$ cat src/rtl/axi_lite_pwm.sv
// axi_lite_pwm: four-channel PWM generator behind an AXI4-Lite slave.
//
// Ports
//   clk, resetn          single clock, asynchronous active-low reset
//   s_axi_aw*/w*/b*      AXI4-Lite write address / data / response channels
//   s_axi_ar*/r*         AXI4-Lite read address / data channels
//   pwm_out[3:0]         registered PWM outputs, one per channel
//
// Registers (word offsets): 0x00 CTRL.EN, 0x04 PERIOD, 0x08..0x14 DUTY0..3,
// 0x18 COUNT (read-only live counter). PERIOD/DUTY are shadowed and only
// take effect at a period wrap or while the block is disabled.
module axi_lite_pwm #(
  parameter int CNT_WIDTH  = 16,
  parameter int ADDR_WIDTH = 5
) (
  input  logic                  clk,
  input  logic                  resetn,
  input  logic [ADDR_WIDTH-1:0] s_axi_awaddr,
  input  logic [2:0]            s_axi_awprot,
  input  logic                  s_axi_awvalid,
  output logic                  s_axi_awready,
  input  logic [31:0]           s_axi_wdata,
  input  logic [3:0]            s_axi_wstrb,
  input  logic                  s_axi_wvalid,
  output logic                  s_axi_wready,
  output logic [1:0]            s_axi_bresp,
  output logic                  s_axi_bvalid,
  input  logic                  s_axi_bready,
  input  logic [ADDR_WIDTH-1:0] s_axi_araddr,
  input  logic [2:0]            s_axi_arprot,
  input  logic                  s_axi_arvalid,
  output logic                  s_axi_arready,
  output logic [31:0]           s_axi_rdata,
  output logic [1:0]            s_axi_rresp,
  output logic                  s_axi_rvalid,
  input  logic                  s_axi_rready,
  output logic [3:0]            pwm_out
);

  localparam int IW = ADDR_WIDTH - 2;

  logic                      aw_held_q, aw_held_d;
  logic [IW-1:0]             awidx_q, awidx_d;
  logic                      w_held_q, w_held_d;
  logic [31:0]               wdata_q, wdata_d;
  logic [3:0]                wstrb_q, wstrb_d;
  logic                      awready_q, awready_d;
  logic                      wready_q, wready_d;
  logic                      bvalid_q, bvalid_d;
  logic [1:0]                bresp_q, bresp_d;
  logic                      arready_q, arready_d;
  logic                      rvalid_q, rvalid_d;
  logic [31:0]               rdata_q, rdata_d;
  logic [1:0]                rresp_q, rresp_d;
  logic                      en_q, en_d;
  logic [CNT_WIDTH-1:0]      period_q, period_d;
  logic [3:0][CNT_WIDTH-1:0] duty_q, duty_d;
  logic [CNT_WIDTH-1:0]      act_period_q, act_period_d;
  logic [3:0][CNT_WIDTH-1:0] act_duty_q, act_duty_d;
  logic [CNT_WIDTH-1:0]      cnt_q, cnt_d;
  logic [3:0]                pwm_q, pwm_d;

  logic        aw_hs, w_hs, ar_hs, do_wr, wrap;
  logic [31:0] wmask, wi, ri, per_m, duty_m;
  logic [1:0]  wsel, rsel;

  logic unused_ok;
  assign unused_ok = ^{s_axi_awprot, s_axi_arprot,
                       s_axi_awaddr[1:0], s_axi_araddr[1:0]};

  assign s_axi_awready = awready_q;
  assign s_axi_wready  = wready_q;
  assign s_axi_bvalid  = bvalid_q;
  assign s_axi_bresp   = bresp_q;
  assign s_axi_arready = arready_q;
  assign s_axi_rvalid  = rvalid_q;
  assign s_axi_rdata   = rdata_q;
  assign s_axi_rresp   = rresp_q;
  assign pwm_out       = pwm_q;

  always_comb begin
    aw_held_d    = aw_held_q;
    awidx_d      = awidx_q;
    w_held_d     = w_held_q;
    wdata_d      = wdata_q;
    wstrb_d      = wstrb_q;
    bvalid_d     = bvalid_q;
    bresp_d      = bresp_q;
    rvalid_d     = rvalid_q;
    rdata_d      = rdata_q;
    rresp_d      = rresp_q;
    en_d         = en_q;
    period_d     = period_q;
    duty_d       = duty_q;
    act_period_d = act_period_q;
    act_duty_d   = act_duty_q;

    aw_hs = s_axi_awvalid && awready_q;
    w_hs  = s_axi_wvalid && wready_q;
    ar_hs = s_axi_arvalid && arready_q;
    do_wr = aw_held_q && w_held_q;

    wmask  = {{8{wstrb_q[3]}}, {8{wstrb_q[2]}}, {8{wstrb_q[1]}}, {8{wstrb_q[0]}}};
    wi     = 32'(awidx_q);
    ri     = 32'(s_axi_araddr[ADDR_WIDTH-1:2]);
    // DUTY0..3 live at word 2..5; low two index bits minus 2 pick the channel
    wsel   = wi[1:0] - 2'd2;
    rsel   = ri[1:0] - 2'd2;
    per_m  = (32'(period_q) & ~wmask) | (wdata_q & wmask);
    duty_m = (32'(duty_q[wsel]) & ~wmask) | (wdata_q & wmask);

    // Write path: each beat is parked independently, commit once both are held
    if (aw_hs) begin
      aw_held_d = 1'b1;
      awidx_d   = s_axi_awaddr[ADDR_WIDTH-1:2];
    end
    if (w_hs) begin
      w_held_d = 1'b1;
      wdata_d  = s_axi_wdata;
      wstrb_d  = s_axi_wstrb;
    end
    if (do_wr) begin
      aw_held_d = 1'b0;
      w_held_d  = 1'b0;
      bvalid_d  = 1'b1;
      bresp_d   = 2'b00;
      case (wi)
        0:          en_d = wstrb_q[0] ? wdata_q[0] : en_q;
        1:          period_d = per_m[CNT_WIDTH-1:0];
        2, 3, 4, 5: duty_d[wsel] = duty_m[CNT_WIDTH-1:0];
        default:    bresp_d = 2'b10;
      endcase
    end
    if (bvalid_q && s_axi_bready) bvalid_d = 1'b0;
    awready_d = !aw_held_d && !bvalid_d;
    wready_d  = !w_held_d && !bvalid_d;

    // Read path samples current register values, so a same-cycle write is
    // not visible until the next read.
    if (ar_hs) begin
      rvalid_d = 1'b1;
      rresp_d  = 2'b00;
      case (ri)
        0:          rdata_d = {31'b0, en_q};
        1:          rdata_d = 32'(period_q);
        2, 3, 4, 5: rdata_d = 32'(duty_q[rsel]);
        6:          rdata_d = 32'(cnt_q);
        default: begin
          rdata_d = 32'b0;
          rresp_d = 2'b10;
        end
      endcase
    end
    if (rvalid_q && s_axi_rready) rvalid_d = 1'b0;
    arready_d = !rvalid_d;

    // PWM core. Shadows reload from the programmed values (pre-write this
    // cycle) at every wrap and continuously while disabled.
    wrap  = (cnt_q == act_period_q);
    cnt_d = (en_q && !wrap) ? cnt_q + CNT_WIDTH'(1) : '0;
    if (!en_q || wrap) begin
      act_period_d = period_q;
      act_duty_d   = duty_q;
    end
    for (int i = 0; i < 4; i++) pwm_d[i] = en_q && (cnt_q < act_duty_q[i]);
  end

  always_ff @(posedge clk or negedge resetn) begin
    if (!resetn) begin
      aw_held_q    <= 1'b0;
      awidx_q      <= '0;
      w_held_q     <= 1'b0;
      wdata_q      <= '0;
      wstrb_q      <= '0;
      awready_q    <= 1'b0;
      wready_q     <= 1'b0;
      bvalid_q     <= 1'b0;
      bresp_q      <= '0;
      arready_q    <= 1'b0;
      rvalid_q     <= 1'b0;
      rdata_q      <= '0;
      rresp_q      <= '0;
      en_q         <= 1'b0;
      period_q     <= '0;
      duty_q       <= '0;
      act_period_q <= '0;
      act_duty_q   <= '0;
      cnt_q        <= '0;
      pwm_q        <= '0;
    end else begin
      aw_held_q    <= aw_held_d;
      awidx_q      <= awidx_d;
      w_held_q     <= w_held_d;
      wdata_q      <= wdata_d;
      wstrb_q      <= wstrb_d;
      awready_q    <= awready_d;
      wready_q     <= wready_d;
      bvalid_q     <= bvalid_d;
      bresp_q      <= bresp_d;
      arready_q    <= arready_d;
      rvalid_q     <= rvalid_d;
      rdata_q      <= rdata_d;
      rresp_q      <= rresp_d;
      en_q         <= en_d;
      period_q     <= period_d;
      duty_q       <= duty_d;
      act_period_q <= act_period_d;
      act_duty_q   <= act_duty_d;
      cnt_q        <= cnt_d;
      pwm_q        <= pwm_d;
    end
  end

endmodule

$ cat config.mk
export PLATFORM = sky130hd
export DESIGN_NAME = axi_lite_pwm
export DESIGN_NICKNAME = d
export VERILOG_FILES = /design/src/rtl/axi_lite_pwm.sv
export SDC_FILE = /design/constraint.sdc
export NUM_CORES = 1
export LEC_CHECK = 0
export BUFFER_PORTS_ARGS = -buffer_cell sky130_fd_sc_hd__buf_2
export CORE_MARGIN = 10
export CORE_UTILIZATION = 39
export CTS_CLUSTER_DIAMETER = 30
export CTS_CLUSTER_SIZE = 25
export DETAILED_ROUTE_END_ITERATION = 16
export SYNTH_ARGS = -nofsm -noshare
export SYNTH_HDL_FRONTEND = slang
export SYNTH_SLANG_ARGS = --single-unit
export TNS_END_PERCENT = 1
$ cat constraint.sdc
create_clock -name clk -period 3.3 [get_ports clk]
set_clock_uncertainty 0.2 [all_clocks]
set_input_delay 0.495 -clock clk [delete_from_list [all_inputs] [get_ports clk]]
set_output_delay 0.495 -clock clk [all_outputs]
set_load 0.01 [all_outputs]
# [Word-level counts from Yosys, hierarchy flattened]
# Index checks and enable logic that the tools add are counted.
# Widths: inputs -> output; s select.
[word_totals] in_bits=59 wordCells=103 out_inout_bits=45 regBits=245
[classes] bitwise=6 magnitude_cmp=7 addsub=3 muxes=19 n_reduce_logical=30 eq_ne=12
[op_table] op="$bmux 16 s2" n=2
[op_table] op="$bwmux 64" n=1
[op_table] op="$lt 16x16->1" n=4
[op_table] op="$mux 16" n=4
[op_table] op="$pmux 16 s4" n=1
[op_table] op="$and 16x16->16" n=3
[op_table] op="$demux 16 s2" n=1
[op_table] op="$or 16x16->16" n=2
[op_table] op="$add 16x1->16 const B" n=1
[op_table] op="$eq 16x16->1" n=1
[op_table] op="$not 16->16" n=1
[op_table] op="$eq 3x3->1 const B" n=5
[op_table] op="$logic_and 1x1->1" n=14
[op_table] op="$eq 3x2->1 const B" n=4
[op_table] op="$mux 1" n=8
[op_table] op="$reduce_or 4->1" n=2
[op_table] op="$reduce_or 7->1" n=1
[op_table] op="$eq 3x1->1 const B" n=2
[op_table] op="$logic_not 1->1" n=6
[op_table] op="$logic_not 3->1" n=2
[op_table] op="$lt 2x3->1 const B" n=2
[op_table] op="$reduce_or 6->1" n=1
[op_table] op="$mux 2" n=2
[op_table] op="$reduce_and 2->1" n=2
[op_table] op="other kinds (4)" n=5

# [Logic depth before layout (Yosys ltp)]
[depth] depth_word=6 depth_mapped=8 ltp_nobuf=7

# [Worst setup path before layout]
# OpenSTA, ideal clock, no wires.
[synth_path] path_type="input to register" from="input s_axi_araddr[3]" to="register rdata_q[10] (netlist: s_axi_rdata[10])" arrival_time_ns=2.079 setup_ns=0.133 path_stages=7 path_slack_ns=0.888 cell_sequence="buf_2 inv_1 ha_1 clkbuf_1 o311ai_1 clkbuf_1 o21ai_0"
[synth_between] elab_chain_cells=4
[synth_rtl] item="from (decl)" line_no="29" text="input logic [ADDR_WIDTH-1:0] s_axi_araddr,"
[synth_rtl] item="$sub 2x2->2" line_no="108" text="rsel = ri[1:0] - 2'd2;"
[synth_rtl] item="$bmux 16 s2" line_no="146" text="2, 3, 4, 5: rdata_d = 32'(duty_q[rsel]);"
[synth_rtl] item="$mux 16 (implied by the code)" line_no="146"
[synth_rtl] item="$pmux 16 s4 (*)" line_no="143" text="case (ri)"
[synth_rtl] item="to (signal assigned)" line_no="202" text="rdata_q <= rdata_d;"
[synth_rtl] item="to (decl)" line_no="53" text="logic [31:0] rdata_q, rdata_d;"
# Mark *: on every way between the ends. The rest lies on a longest branch, timed or not. The select of a mux whose other input is x is not followed.
# A chain may end at the register's enable or synchronous reset.

# [Worst setup path in the final report]
[layout_path] from="register cnt_q[3]" to="register act_period_q[13]"
[layout_between] elab_chain_cells=2
[layout_rtl] item="from (decl)" line_no="60" text="logic [CNT_WIDTH-1:0] cnt_q, cnt_d;"
[layout_rtl] item="from (signal assigned)" line_no="209" text="cnt_q <= cnt_d;"
[layout_rtl] item="$eq 16x16->1" line_no="159" text="wrap = (cnt_q == act_period_q);"
[layout_rtl] item="$logic_or 1x1->1" line_no="161" text="if (!en_q || wrap) begin"
[layout_rtl] item="to (signal assigned)" line_no="207" text="act_period_q <= act_period_d;"
[layout_rtl] item="to (decl)" line_no="58" text="logic [CNT_WIDTH-1:0] act_period_q, act_period_d;"
# No other way between the ends.

==> out/results.tsv <==
metric	value	unit
core area	28090	sq um
Syn Area/Cell	11.03	sq um
worst hold endpoint	wdata_q[7]	
area delta synth->final	20.53	%
Leakage Power	0.006318	uW
Max-slew headroom	33.54	%
FMAX	387.1	MHz
routed len/inst	19.50	um
total power	13350	uW
postcts setup bufs	0	
register area share after synthesis	50.75	%
FF-to-FF Start	cnt_q[3]	
max-slew violations	0	
post-synthesis cell area	11190	sq um
Synth async-reset ratio	100.0	%
hpwl dp	19490	um
Arr. time, crit path	2.77	ns
Multi-input gate area	4954	sq um
CTS tree	done	
Least-Margin Pin Slew	0.9946	ns
outcome	complete, no violations	
largest cells by area after synthesis	dfrtp_1 51%, ha_1 7.0%, mux4_2 6.4%, mux2_2 5.7%, o21ai_0 5.4%	
final worst-path cycle share	78.29	%
Clock Latency Late Sink	0.52	ns
Die Footprint	35870	sq um
r2r worst-path depth	5	
Post-Layout Inst Area	13490	sq um
CTS Sinks	227	
Post-Route WL	29420	um
crit path launch	cnt_q[3]	
Worst setup EP type	flip-flop	
n_diodes	0	
Yosys Warn Count	0	
die width	189.4	um
clk slew on worst S/H paths	0.05	ns
dominant synthesized flop cell	dfrtp_1	
EDFF count, synth	0	
post-synth top area share	50.75	%
Pre-antenna DRT Iters	6	
Vias	7880	
number of max-cap violations	0	
H-tree levels	2	
DR iter-0 viols	622	
fin nets	1219	
residual DRC count	0	
Fin Setup TNS	0	ns
count leader, synth	dfrtp_1	
Initial Util	39.85	%
Hold Crit Class	input pin to flip-flop	
antenna violations before repair	0	
reg2reg end	act_period_q[13]	
Synth cell types	41	
hold path depth	2	
routability cong.	0.8301	
PwrDens	989.8	nW/um^2
synth cell count leaders	227 x dfrtp_1, 125 x nand2_1, 121 x o21ai_0	
Reg2Reg Setup Slack	0.72	ns
critical path class	flip-flop to flip-flop	
largest net degree at the start of global routing	84	
global-route wire length before repair	47360	um
vias in the first global route	8173	
crit-path max FO	79	
Slowest-stage cell, CP	o41ai_4	
Setup crit start kind	flip-flop	
cell count after synthesis	1015	
Post-CTS Resized	0	
Port Buffer Count	57	
RSZ-0062 raised after global routing	false	
Rows	61	
area leader, netlist	dfrtp_1	
number of I/O pins	104	
Hold Path Origin	s_axi_wdata[7]	
fin crit period	2.584	ns
Clock Tree Buf Depth	3	
post-route ant nets	0	
Placement Cell Area	11880	sq um
Die Ht	189.4	um
VDD IR-drop max	0.0007281	V
Hold Fails Final Rpt	0	
Clock Tree Root	clkbuf_16	
register area	5680	sq um
setup violators final	0	
FF+latch count, synth	227	
Overflow after GRT	0	
Hold-fix buffers, CTS	12	
Fill cells	2598	
TritonCTS Buffers	42	
critical path cell sequence	xnor2_1 > nand4_1 > o41ai_4 > buf_12 > mux2_2	
GRT Total Usage	16.60	%
crit-path max cell delay	0.52	ns
DR vias/cell	5.222	
Core Util, Final	48.03	%
layout cells sized above 1	22.02	%
Req. time, crit path	3.49	ns
==> flip-flops by register name, indices dropped and copies added (netlist names), named ones only <==
register	count
s_axi_bresp	1
s_axi_awready	1
awidx_q	3
pwm_out	4
s_axi_bvalid	1
s_axi_wready	1
cnt_q	16
act_period_q	16
duty_q	64
wdata_q	16
wstrb_q	2
s_axi_rdata	16
w_held_q	1
en_q	1
s_axi_rvalid	1
aw_held_q	1
s_axi_rresp	1
s_axi_arready	1
act_duty_q	64
==> power breakdown <==
part	switching, uW	leakage (uW)	internal, uW
Sequential	821	0.00292	3910
Combinational	2350	0.00268	1820
Clock	1450	0.000723	3000
==> worst max-delay path by stage <==
| stage | endpoint | slack (ns) | depth (start not counted) |
|---|---|---|---|
| after floorplan | s_axi_rdata[10] | 0.89 | 7 |
| after global placement | s_axi_rdata[12] | 0.62 | 4 |
| after detailed placement | s_axi_rdata[12] | 0.63 | 4 |
| after CTS | act_period_q[15] | 0.71 | 5 |
| after global routing | act_duty_q[22] | 0.58 | 5 |
| final | act_period_q[13] | 0.72 | 5 |
==> logic make-up (layout without fill, tap and decap cells) <==
kind of cell             Yosys count  count (layout)  synth area share (%)
AO/OA/AOI/OAI                    215             215                 11.17
XOR/XNOR                          30              30                 2.348
adder cells (fa/ha/maj)           63              63                 7.043
buffers and inverters            138             237                 5.679
flip-flops                       227             227                 50.75
multiplexers                     112             112                 14.26
other                              1              18               0.03351
AND/OR/NAND/NOR                  229             229                 8.709
==> worst max-delay path, delay by kind of cell (launching register included) <==
family,cells,cell delay (ns)
compound gates,1,0.52
flops,1,0.51
mux,1,0.37
buf+inv,1,0.35
xor+xnor,1,0.30
simple gates,1,0.18
==> layout make-up <==
class / instances / area share (%)
clock inverter: 23 / 2.004
clock buffer: 55 / 9.071
tap: 378 / 3.506
multi-input combinational: 667 / 36.72
timing repair buffer: 95 / 4.805
inverter: 64 / 1.781
sequential: 227 / 42.11
==> metrics by stage <==
step                      worst slack [ns]  hold slack, ns  cells
final                               0.7165         0.01189   1509
after global routing                0.5795        0.006332   1509
after CTS                           0.7051       0.0006307   1509
after detailed placement            0.6267          0.2662   1419
after global placement              0.6188          0.2629   1419
after floorplan                     0.8882      -0.0005910   1032
==> routing by layer <==
layer,GRT usage (%),vias to the layer above,share of wire (%)
met5,0,-,0
met4,3.541,0,1.5
met3,3.179,37,5.0
met2,27.02,189,48
met1,22.49,3944,45
li1,-,3710,-
==> cell usage in the layout, fill, tap and decap left out, types with 5 or more instances in the layout <==
master / Yosys / layout
dfrtp_1: 227 / 227
nand4_1: 10 / 10
clkinv_2: 0 / 8
nor2b_1: 5 / 5
nor2_1: 61 / 60
o21ai_0: 121 / 121
clkinvlp_4: 0 / 6
conb_1: 1 / 18
mux2_2: 57 / 57
inv_1: 64 / 64
buf_2: 19 / 56
clkbuf_16: 0 / 45
mux4_2: 32 / 32
xnor2_1: 22 / 22
dlygate4sd3_1: 0 / 12
nand3_1: 9 / 9
a21o_1: 8 / 8
a222oi_1: 15 / 15
a21oi_1: 48 / 48
mux2i_1: 20 / 20
xor2_1: 8 / 8
nand2b_1: 5 / 5
ha_1: 63 / 63
bufinv_16: 0 / 5
buf_4: 23 / 23
clkbuf_8: 0 / 6
nand2_1: 125 / 125
(Power assumes the default switching activity.)
